**config.mk**
```make
export PLATFORM = sky130hd
export DESIGN_NAME = fetch_stage
export DESIGN_NICKNAME = d
export VERILOG_FILES = /design/src/rtl/fetch_stage.sv
export SDC_FILE = /design/constraint.sdc
export NUM_CORES = 1
export LEC_CHECK = 0
export CORE_MARGIN = 2
export CORE_UTILIZATION = 45
export DETAILED_ROUTE_END_ITERATION = 7
export PLACE_DENSITY_LB_ADDON = 0.1
export SKIP_LAST_GASP = 1
export SLEW_MARGIN = 20
export SYNTH_ARGS = -nofsm -noshare
export SYNTH_HDL_FRONTEND = slang
export SYNTH_SLANG_ARGS = --single-unit
export TNS_END_PERCENT = 100
```
**constraint.sdc**
```tcl
create_clock -name clk -period 2.9 [get_ports clk]
set_input_delay 0.58 -clock clk [delete_from_list [all_inputs] [get_ports clk]]
set_output_delay 0.58 -clock clk [all_outputs]
set_load 0.01 [all_outputs]
```
**src/rtl/fetch_stage.sv**
```systemverilog
// ============================================================================
// Module      : fetch_stage
// Description : Instruction fetch stage with PC register, IF/ID pipeline
//               register, branch redirect, hazard stall and flush counter.
// Revision    : 1.0 - initial release
// ============================================================================
`default_nettype none

module fetch_stage #(
  parameter logic [63:0] RESET_PC  = 64'h0,
  parameter logic [31:0] NOP_INSTR = 32'h00000013
) (
  input  logic        clk,
  input  logic        reset,
  input  logic        flush,
  input  logic [63:0] branch_target,
  input  logic        stall,
  input  logic [31:0] instr_in,
  output logic [63:0] pc_out,
  output logic [63:0] ifid_pc,
  output logic [31:0] ifid_instr,
  output logic        ifid_valid,
  output logic [15:0] flush_count
);

  // Low PC bits are forced to zero even if RESET_PC is misaligned.
  localparam logic [63:0] c_reset_pc  = {RESET_PC[63:2], 2'b00};
  localparam logic [15:0] c_count_max = 16'hFFFF;

  logic [63:0] r_pc;
  logic [63:0] r_ifid_pc;
  logic [31:0] r_ifid_instr;
  logic        r_ifid_valid;
  logic [15:0] r_flush_count;

  logic [63:0] w_redirect_pc;
  logic [63:0] w_seq_pc;

  assign w_redirect_pc = {branch_target[63:2], 2'b00};
  assign w_seq_pc      = r_pc + 64'd4;

  always_ff @(posedge clk) begin
    if (reset) begin
      r_pc          <= c_reset_pc;
      r_ifid_pc     <= 64'h0;
      r_ifid_instr  <= NOP_INSTR;
      r_ifid_valid  <= 1'b0;
      r_flush_count <= 16'h0;
    end else if (flush) begin
      r_pc          <= w_redirect_pc;
      r_ifid_pc     <= r_pc;
      r_ifid_instr  <= NOP_INSTR;
      r_ifid_valid  <= 1'b0;
      if (r_flush_count != c_count_max) begin
        r_flush_count <= r_flush_count + 16'd1;
      end
    end else if (!stall) begin
      r_pc          <= w_seq_pc;
      r_ifid_pc     <= r_pc;
      r_ifid_instr  <= instr_in;
      r_ifid_valid  <= 1'b1;
    end
  end

  assign pc_out      = r_pc;
  assign ifid_pc     = r_ifid_pc;
  assign ifid_instr  = r_ifid_instr;
  assign ifid_valid  = r_ifid_valid;
  assign flush_count = r_flush_count;

endmodule

`default_nettype wire

```
==> results of run 1 <==
## synthesized netlist by cell type (2+ instances only)
library cell | instances | area, um2
and4_1 | 7 | 61.3
o311a_1 | 3 | 30.0
nor3_1 | 14 | 70.1
o2111ai_1 | 2 | 17.5
a21oi_1 | 72 | 360
and2_1 | 3 | 18.8
nand2_1 | 164 | 616
buf_4 | 4 | 30.0
or2_2 | 3 | 18.8
mux2i_1 | 38 | 380
nand2b_1 | 5 | 31.3
buf_1 | 9 | 33.8
a2111oi_0 | 4 | 35.0
inv_1 | 18 | 67.6
and3_1 | 11 | 68.8
a31oi_1 | 2 | 12.5
nor2b_1 | 2 | 12.5
o31ai_1 | 12 | 90.1
a211oi_1 | 17 | 128
o211ai_1 | 5 | 37.5
clkbuf_1 | 49 | 184
nor4_1 | 16 | 100
dfxtp_1 | 173 | 3460
xor2_1 | 25 | 219
o21ai_0 | 14 | 70.1
or3_1 | 11 | 68.8
nand3_1 | 29 | 145
nand4_1 | 29 | 181
nor2_1 | 107 | 402
xnor2_1 | 16 | 140
ha_1 | 2 | 25.0
a311oi_1 | 23 | 201
nor4b_1 | 3 | 26.3
o211a_1 | 3 | 30.0
or4_1 | 12 | 90.1
nand4b_1 | 2 | 17.5
o31a_1 | 3 | 26.3
## power by group through the flow
stage | clock (mW) | sequential, mW | combinational (mW)
finish | 2.55 | 2.60 | 0.834
global placement | 0 | 2.65 | 0.825
global route | 2.67 | 2.62 | 0.905
CTS | 2.59 | 2.60 | 0.838
floorplan | 0 | 2.71 | 0.286
detailed placement | 0 | 2.65 | 0.833
## metrics by stage
step	setup WS [ps]	instances	util, %	instance area (um2)
final	208	1430	68.6	11400
after CTS	222	1430	68.6	11400
after global placement	310	1399	64.7	10700
after detailed placement	247	1399	64.7	10700
after floorplan	368	927	-	7630
after global routing	42.4	1430	68.6	11400
## metal layers
layer	up-vias	routed length, um	part of all wire (%)	GRT usage [%]
met4	0	346	1.5	6.67
met1	3623	10400	44	32.8
li1	3818	-	-	-
met3	28	1920	8.1	8.96
met5	-	0	0	0
met2	248	11100	47	43.6
## worst max-delay path: stages, from the launching register on
cell	delay [ps]
dfxtp_1	460
nand3_1	220
or3_4	410
or4_1	520
buf_4	210
or4_1	510
a311oi_1	270
## worst min path at each step
stage / start / slack, ps / cells past startpoint / to
after floorplan: ifid_valid / 470 / 2 / ifid_valid
after global placement: ifid_valid / 430 / 2 / ifid_valid
after detailed placement: ifid_pc[15] / 440 / 2 / ifid_pc[15]
after CTS: ifid_pc[15] / 450 / 2 / ifid_pc[15]
after global routing: ifid_pc[15] / 460 / 2 / ifid_pc[15]
final: ifid_pc[33] / 450 / 2 / ifid_pc[33]
## cells by family (layout without fill, tap and decap cells)
| logic type | count (synthesis) | count (layout) | synth area share, % |
|---|---|---|---|
| xor gates and xnor gates | 41 | 41 | 4.72 |
| buffers and inverters | 81 | 364 | 4.21 |
| adders and majority gates | 2 | 2 | 0.329 |
| muxes | 38 | 38 | 5.00 |
| and+or+nand+nor | 423 | 423 | 26.0 |
| other | 1 | 4 | 0.0492 |
| DFF | 173 | 173 | 45.5 |
| AOI/OAI and AO/OA | 165 | 165 | 14.3 |
## state kept, by name (all words and copies together), names as in the netlist
| register | cells |
|---|---|
| ifid_pc | 62 |
| ifid_valid | 1 |
| ifid_instr | 32 |
| pc_out | 62 |
| flush_count | 16 |
## cell type report
class / count / area (um2)
Sequential cell: 173 / 3460
Multi-Input combinational cell: 673 / 3850
Clock buffer: 22 / 474
Fill cell: 1432 / 5200
Tap cell: 220 / 275
Clock inverter: 9 / 183
Timing Repair Buffer: 315 / 3070
Inverter: 18 / 67.6
==> metrics.txt, run 1 <==
max-slew violations=0; most common cell after layout, fill and taps aside=clkdlybuf4s50_1; global-route wire length before repair=~38000 um; clk_skew=7.96 ps; Post-DP HPWL=16800 um; Switching Share=about a quarter; Critical R2R Launch=pc_out[13]; I/O pin count=277; crit end category=flop; GRT overflow=0; FP Rows=47; status=complete, no violations; Worst-path clk slew=60 ps; worst-case clock buffer depth=2; Lkg Pwr=between 4 and 5 nW; PnR Total Power=5.99 mW; final hold vios=0; number of synthesized register bits=between 150 and 200; pin count of the biggest net entering global routing=99; CTS tree=yes; ys async rst share=0%; Sink Count=173; Comb power frac=13.9%; initial antenna violation count=0; Setup Fix Bufs, Post-CTS=0; total CTS buffers=17; fmax=372 MHz; CP startpoint=pc_out[13]; unique cell type count in the Yosys netlist=49; WP data required=3240 ps; Area Overhead vs Synth=49.5%; vias in the first global route=~7300; Worst slew margin=54.6%; Tmin final=2690 ps; Antenna Nets Post-Route=0; Main synth FF type=dfxtp_1; R2R depth=6; Post-synth EDFFs=0; Clock H-tree levels=4; Critical Path AT=3030 ps; GPL Wtd Cong=0.824; Post-Syn Instances=slightly above 900; clock power share=a little over two fifths; most frequent cells in the layout=clkdlybuf4s50_1 (267), dfxtp_1 (173), nand2_1 (163); I/O Buffers=270; drt total wl=23700 um; Worst-Margin Slew=between 600 and 700 ps; Die Ht=134 um; sequential power share=43.4%; CTS Hold Bufs=0; Hold Slack=449 ps; core area=between 0.015 and 0.02 mm2; Finish-stage setup viols=0; period utilisation layout=92.8%; First DRT Iteration DRCs=between 500 and 600; syn_area_per_cell=8.24 um2; setup TNS=0 ps; worst vdd ir=0.421 mV; share of layout cells above drive strength 1=around 7.0%; Seq/Total Area, Yosys=45.5%; Layout Nets=1300; root buffer cell=clkbuf_16; Power Internal=4.55 mW; Via-to-Cell Ratio=5.40; ANT cells=0; Worst Path Max Fanout=18; Die X=134 um; WL/cell=16.6 um; crit path to=pc_out[51]; Post-route DRC=0; RSZ-0062 raised after global routing=no; DR pass1 iterations=5; via count=7717; net load switching power=1.44 mW; worst reg2reg path endpoint=pc_out[51]; kind of critical path=flop to flop; cell area power density=526 mW/mm2; Total Routing Usage GR=between 20% and 30%; synthesized area=0.00761 mm2; Initial Util=between 40 and 50%; worst-skew pair later-pin latency=430 ps; FF-to-FF setup slack=210 ps; post_cts resized=0; synth warn=0; HP Class=flop to flop; max-cap violations=0; Die Area=about 0.018 mm2; critical path startpoint category=flop
Power figures use the tool's default switching activity.
==> run 2: changes to the inputs <==
Settings changed: CORE_UTILIZATION 45 to 31.
==> run 2 against run 1 <==
Against the previous run:
- non-clock buffer count up 4
- core utilization decreased by 21 points
- total power decreased by 3.0%
- clock skew increased by 4.0 ps
- routed wire length up 7.8%
==> metrics.txt, run 2 (same netlist as run 1, synthesis figures left out) <==
root buffer cell=clkbuf_16 (unchanged); worst-case clock buffer depth=2 (unchanged); Die X=161 um (was 134 um); ANT cells=0 (unchanged); final hold vios=0 (unchanged); I/O pin count=277 (unchanged); status=complete, no violations (unchanged); Lkg Pwr=4.12 nW (was 4.13 nW); fillcell total=2444 (was 1432); Die Area=0.0258 mm2 (was 0.0180 mm2); DR pass1 iterations=5 (unchanged); clk_skew=12.0 ps (was 7.96 ps); RSZ-0062 raised after global routing=no (unchanged); share of layout cells above drive strength 1=7.49% (was 7.02%); Post-DP HPWL=18300 um (was 16800 um); Switching Share=26.5% (was 24.0%); most frequent cells in the layout=clkdlybuf4s50_1 (267), dfxtp_1 (173), nand2_1 (163) (unchanged); Die Ht=161 um (was 134 um); max-cap violations=0 (unchanged); period utilisation layout=89.3% (was 92.8%); worst hold stages=2 (unchanged); Power Internal=4.27 mW (was 4.55 mW); cell area power density=507 mW/mm2 (was 526 mW/mm2); Comb power frac=14.4% (was 13.9%); fmax=386 MHz (was 372 MHz); total CTS buffers=17 (unchanged); post-layout util=47.3% (was 68.6%); GPL Wtd Cong=0.780 (was 0.824); global-route wire length before repair=40600 um (was 38000 um); min-delay src=ifid_pc[29] (was ifid_pc[33]); setup TNS=0 ps (unchanged); HP Class=flop to flop (unchanged); Via-to-Cell Ratio=4.95 (was 5.40); GRT overflow=0 (unchanged); Worst-Margin Slew=640 ps (was 681 ps); Clock H-tree levels=4 (unchanged); net load switching power=1.54 mW (was 1.44 mW); max-slew violations=0 (unchanged); worst vdd ir=0.331 mV (was 0.421 mV); drt total wl=25600 um (was 23700 um); vias in the first global route=7334 (was 7289); Area Overhead vs Synth=50.5% (was 49.5%); CTS tree=yes (unchanged); crit end category=flop (unchanged); via count=7614 (was 7717); Finish-stage setup viols=0 (unchanged); Hold Slack=450 ps (was 449 ps); Antenna Nets Post-Route=0 (unchanged); R2R depth=6 (unchanged); Sink Count=173 (unchanged); pin count of the biggest net entering global routing=64 (was 99); Critical Path AT=2930 ps (was 3030 ps); Post-route DRC=0 (unchanged); FF-to-FF setup slack=310 ps (was 210 ps); clock power share=40.9% (was 42.6%); WP data required=3240 ps (about the same); core area=0.0242 mm2 (was 0.0166 mm2); critical path startpoint category=flop (unchanged); sequential power share=44.7% (was 43.4%); Worst slew margin=57.3% (was 54.6%); WL/cell=16.6 um (about the same); Initial Util=31.4% (was 45.9%); final cell count without fillers=1539 (was 1430); Worst-path clk slew=80 ps (was 60 ps); Worst Path Max Fanout=18 (unchanged); worst reg2reg path endpoint=pc_out[63] (was pc_out[51]); Post-Place Cells=1507 (was 1399); most common cell after layout, fill and taps aside=clkdlybuf4s50_1 (unchanged); I/O Buffers=270 (unchanged); kind of critical path=flop to flop (unchanged); worst-skew pair later-pin latency=430 ps (about the same); Layout Nets=1304 (was 1300); First DRT Iteration DRCs=423 (was 588); hold path endpoint=ifid_pc[29] (was ifid_pc[33]); Total Routing Usage GR=19.8% (was 26.2%); Tmin final=2590 ps (was 2690 ps); initial antenna violation count=1 (was 0); FP Rows=57 (was 47); Critical R2R Launch=pc_out[23] (was pc_out[13])
run 2: cell types whose count changed in the layout (fill, tap and decap cells not counted), sizes merged:
cell / delta
buf: +4
bufinv: -3
clkbuf: -2
clkinv: +3
clkinvlp: -1
inv: +4
run 2: power by group through the flow:
| stage | Clock (mW) | Combinational (mW) | Sequential [mW] |
|---|---|---|---|
| after CTS | 2.44 | 0.849 | 2.60 |
| after global routing | 2.55 | 0.915 | 2.62 |
| after floorplan | 0 | 0.286 | 2.71 |
| final | 2.38 | 0.837 | 2.60 |
| after global placement | 0 | 0.844 | 2.65 |
| after detailed placement | 0 | 0.845 | 2.65 |
run 2: how the worst max path moves through the flow:
| stage | slack (ps) | cells past startpoint | startpoint | end |
|---|---|---|---|---|
| after global routing | 70 | 8 | pc_out[2] | pc_out[58] |
| after floorplan | 370 | 7 | stall | pc_out[58] |
| final | 310 | 6 | pc_out[23] | pc_out[63] |
| after global placement | 200 | 8 | stall | pc_out[60] |
| after CTS | 160 | 8 | pc_out[2] | pc_out[58] |
| after detailed placement | 110 | 8 | stall | pc_out[58] |
run 2: timing repair:
item                                    4_1_cts  5_1_grt
buffers inserted                              0        0
gates resized for setup                       0        1
hold buffers                                  0        0
endpoints found under the setup margin        0        3
run 2: per-layer routing:
metal | part of all wire, % | track usage, % | routed length [um]
met3 | 8.0 | 6.61 | 2040
met2 | 45 | 30.8 | 11500
met1 | 46 | 26.4 | 11800
met5 | 0 | 0 | 0
met4 | 1.0 | 5.03 | 257
run 2: area by class of cell:
cell class / count / area, um2 / area share [%]
clock buffers: 20 / 447 / 3.90
inverters: 18 / 68.8 / 0.600
repair buffers: 319 / 3070 / 26.8
clock inverters: 12 / 151 / 1.32
multi-input cells: 673 / 3860 / 33.6
well taps: 324 / 405 / 3.54
flip-flops and latches: 173 / 3460 / 30.2
run 2: metrics by stage:
step                instance area (um2)  worst slack (ps)  power, mW
CTS                               11500               160       5.89
floorplan                          7630               368       2.99
global route                      11500              72.7       6.09
global placement                  10900               203       3.50
detailed placement                10900               109       3.50
finish                            11500               311       5.81
run 2: worst max-delay path, cell delays in order (launching register included):
cell and delay, ps:
dfxtp_1 440, nand4_1 240, or2_2 370, or4_1 470
buf_4 210, or4_1 510, a311oi_1 250
==> run 3: changes to the inputs <==
Settings changed: CORE_UTILIZATION 31 to 45.
==> results of run 3 <==
No change in the layout: final DEF, timing and power equal those of run 1.
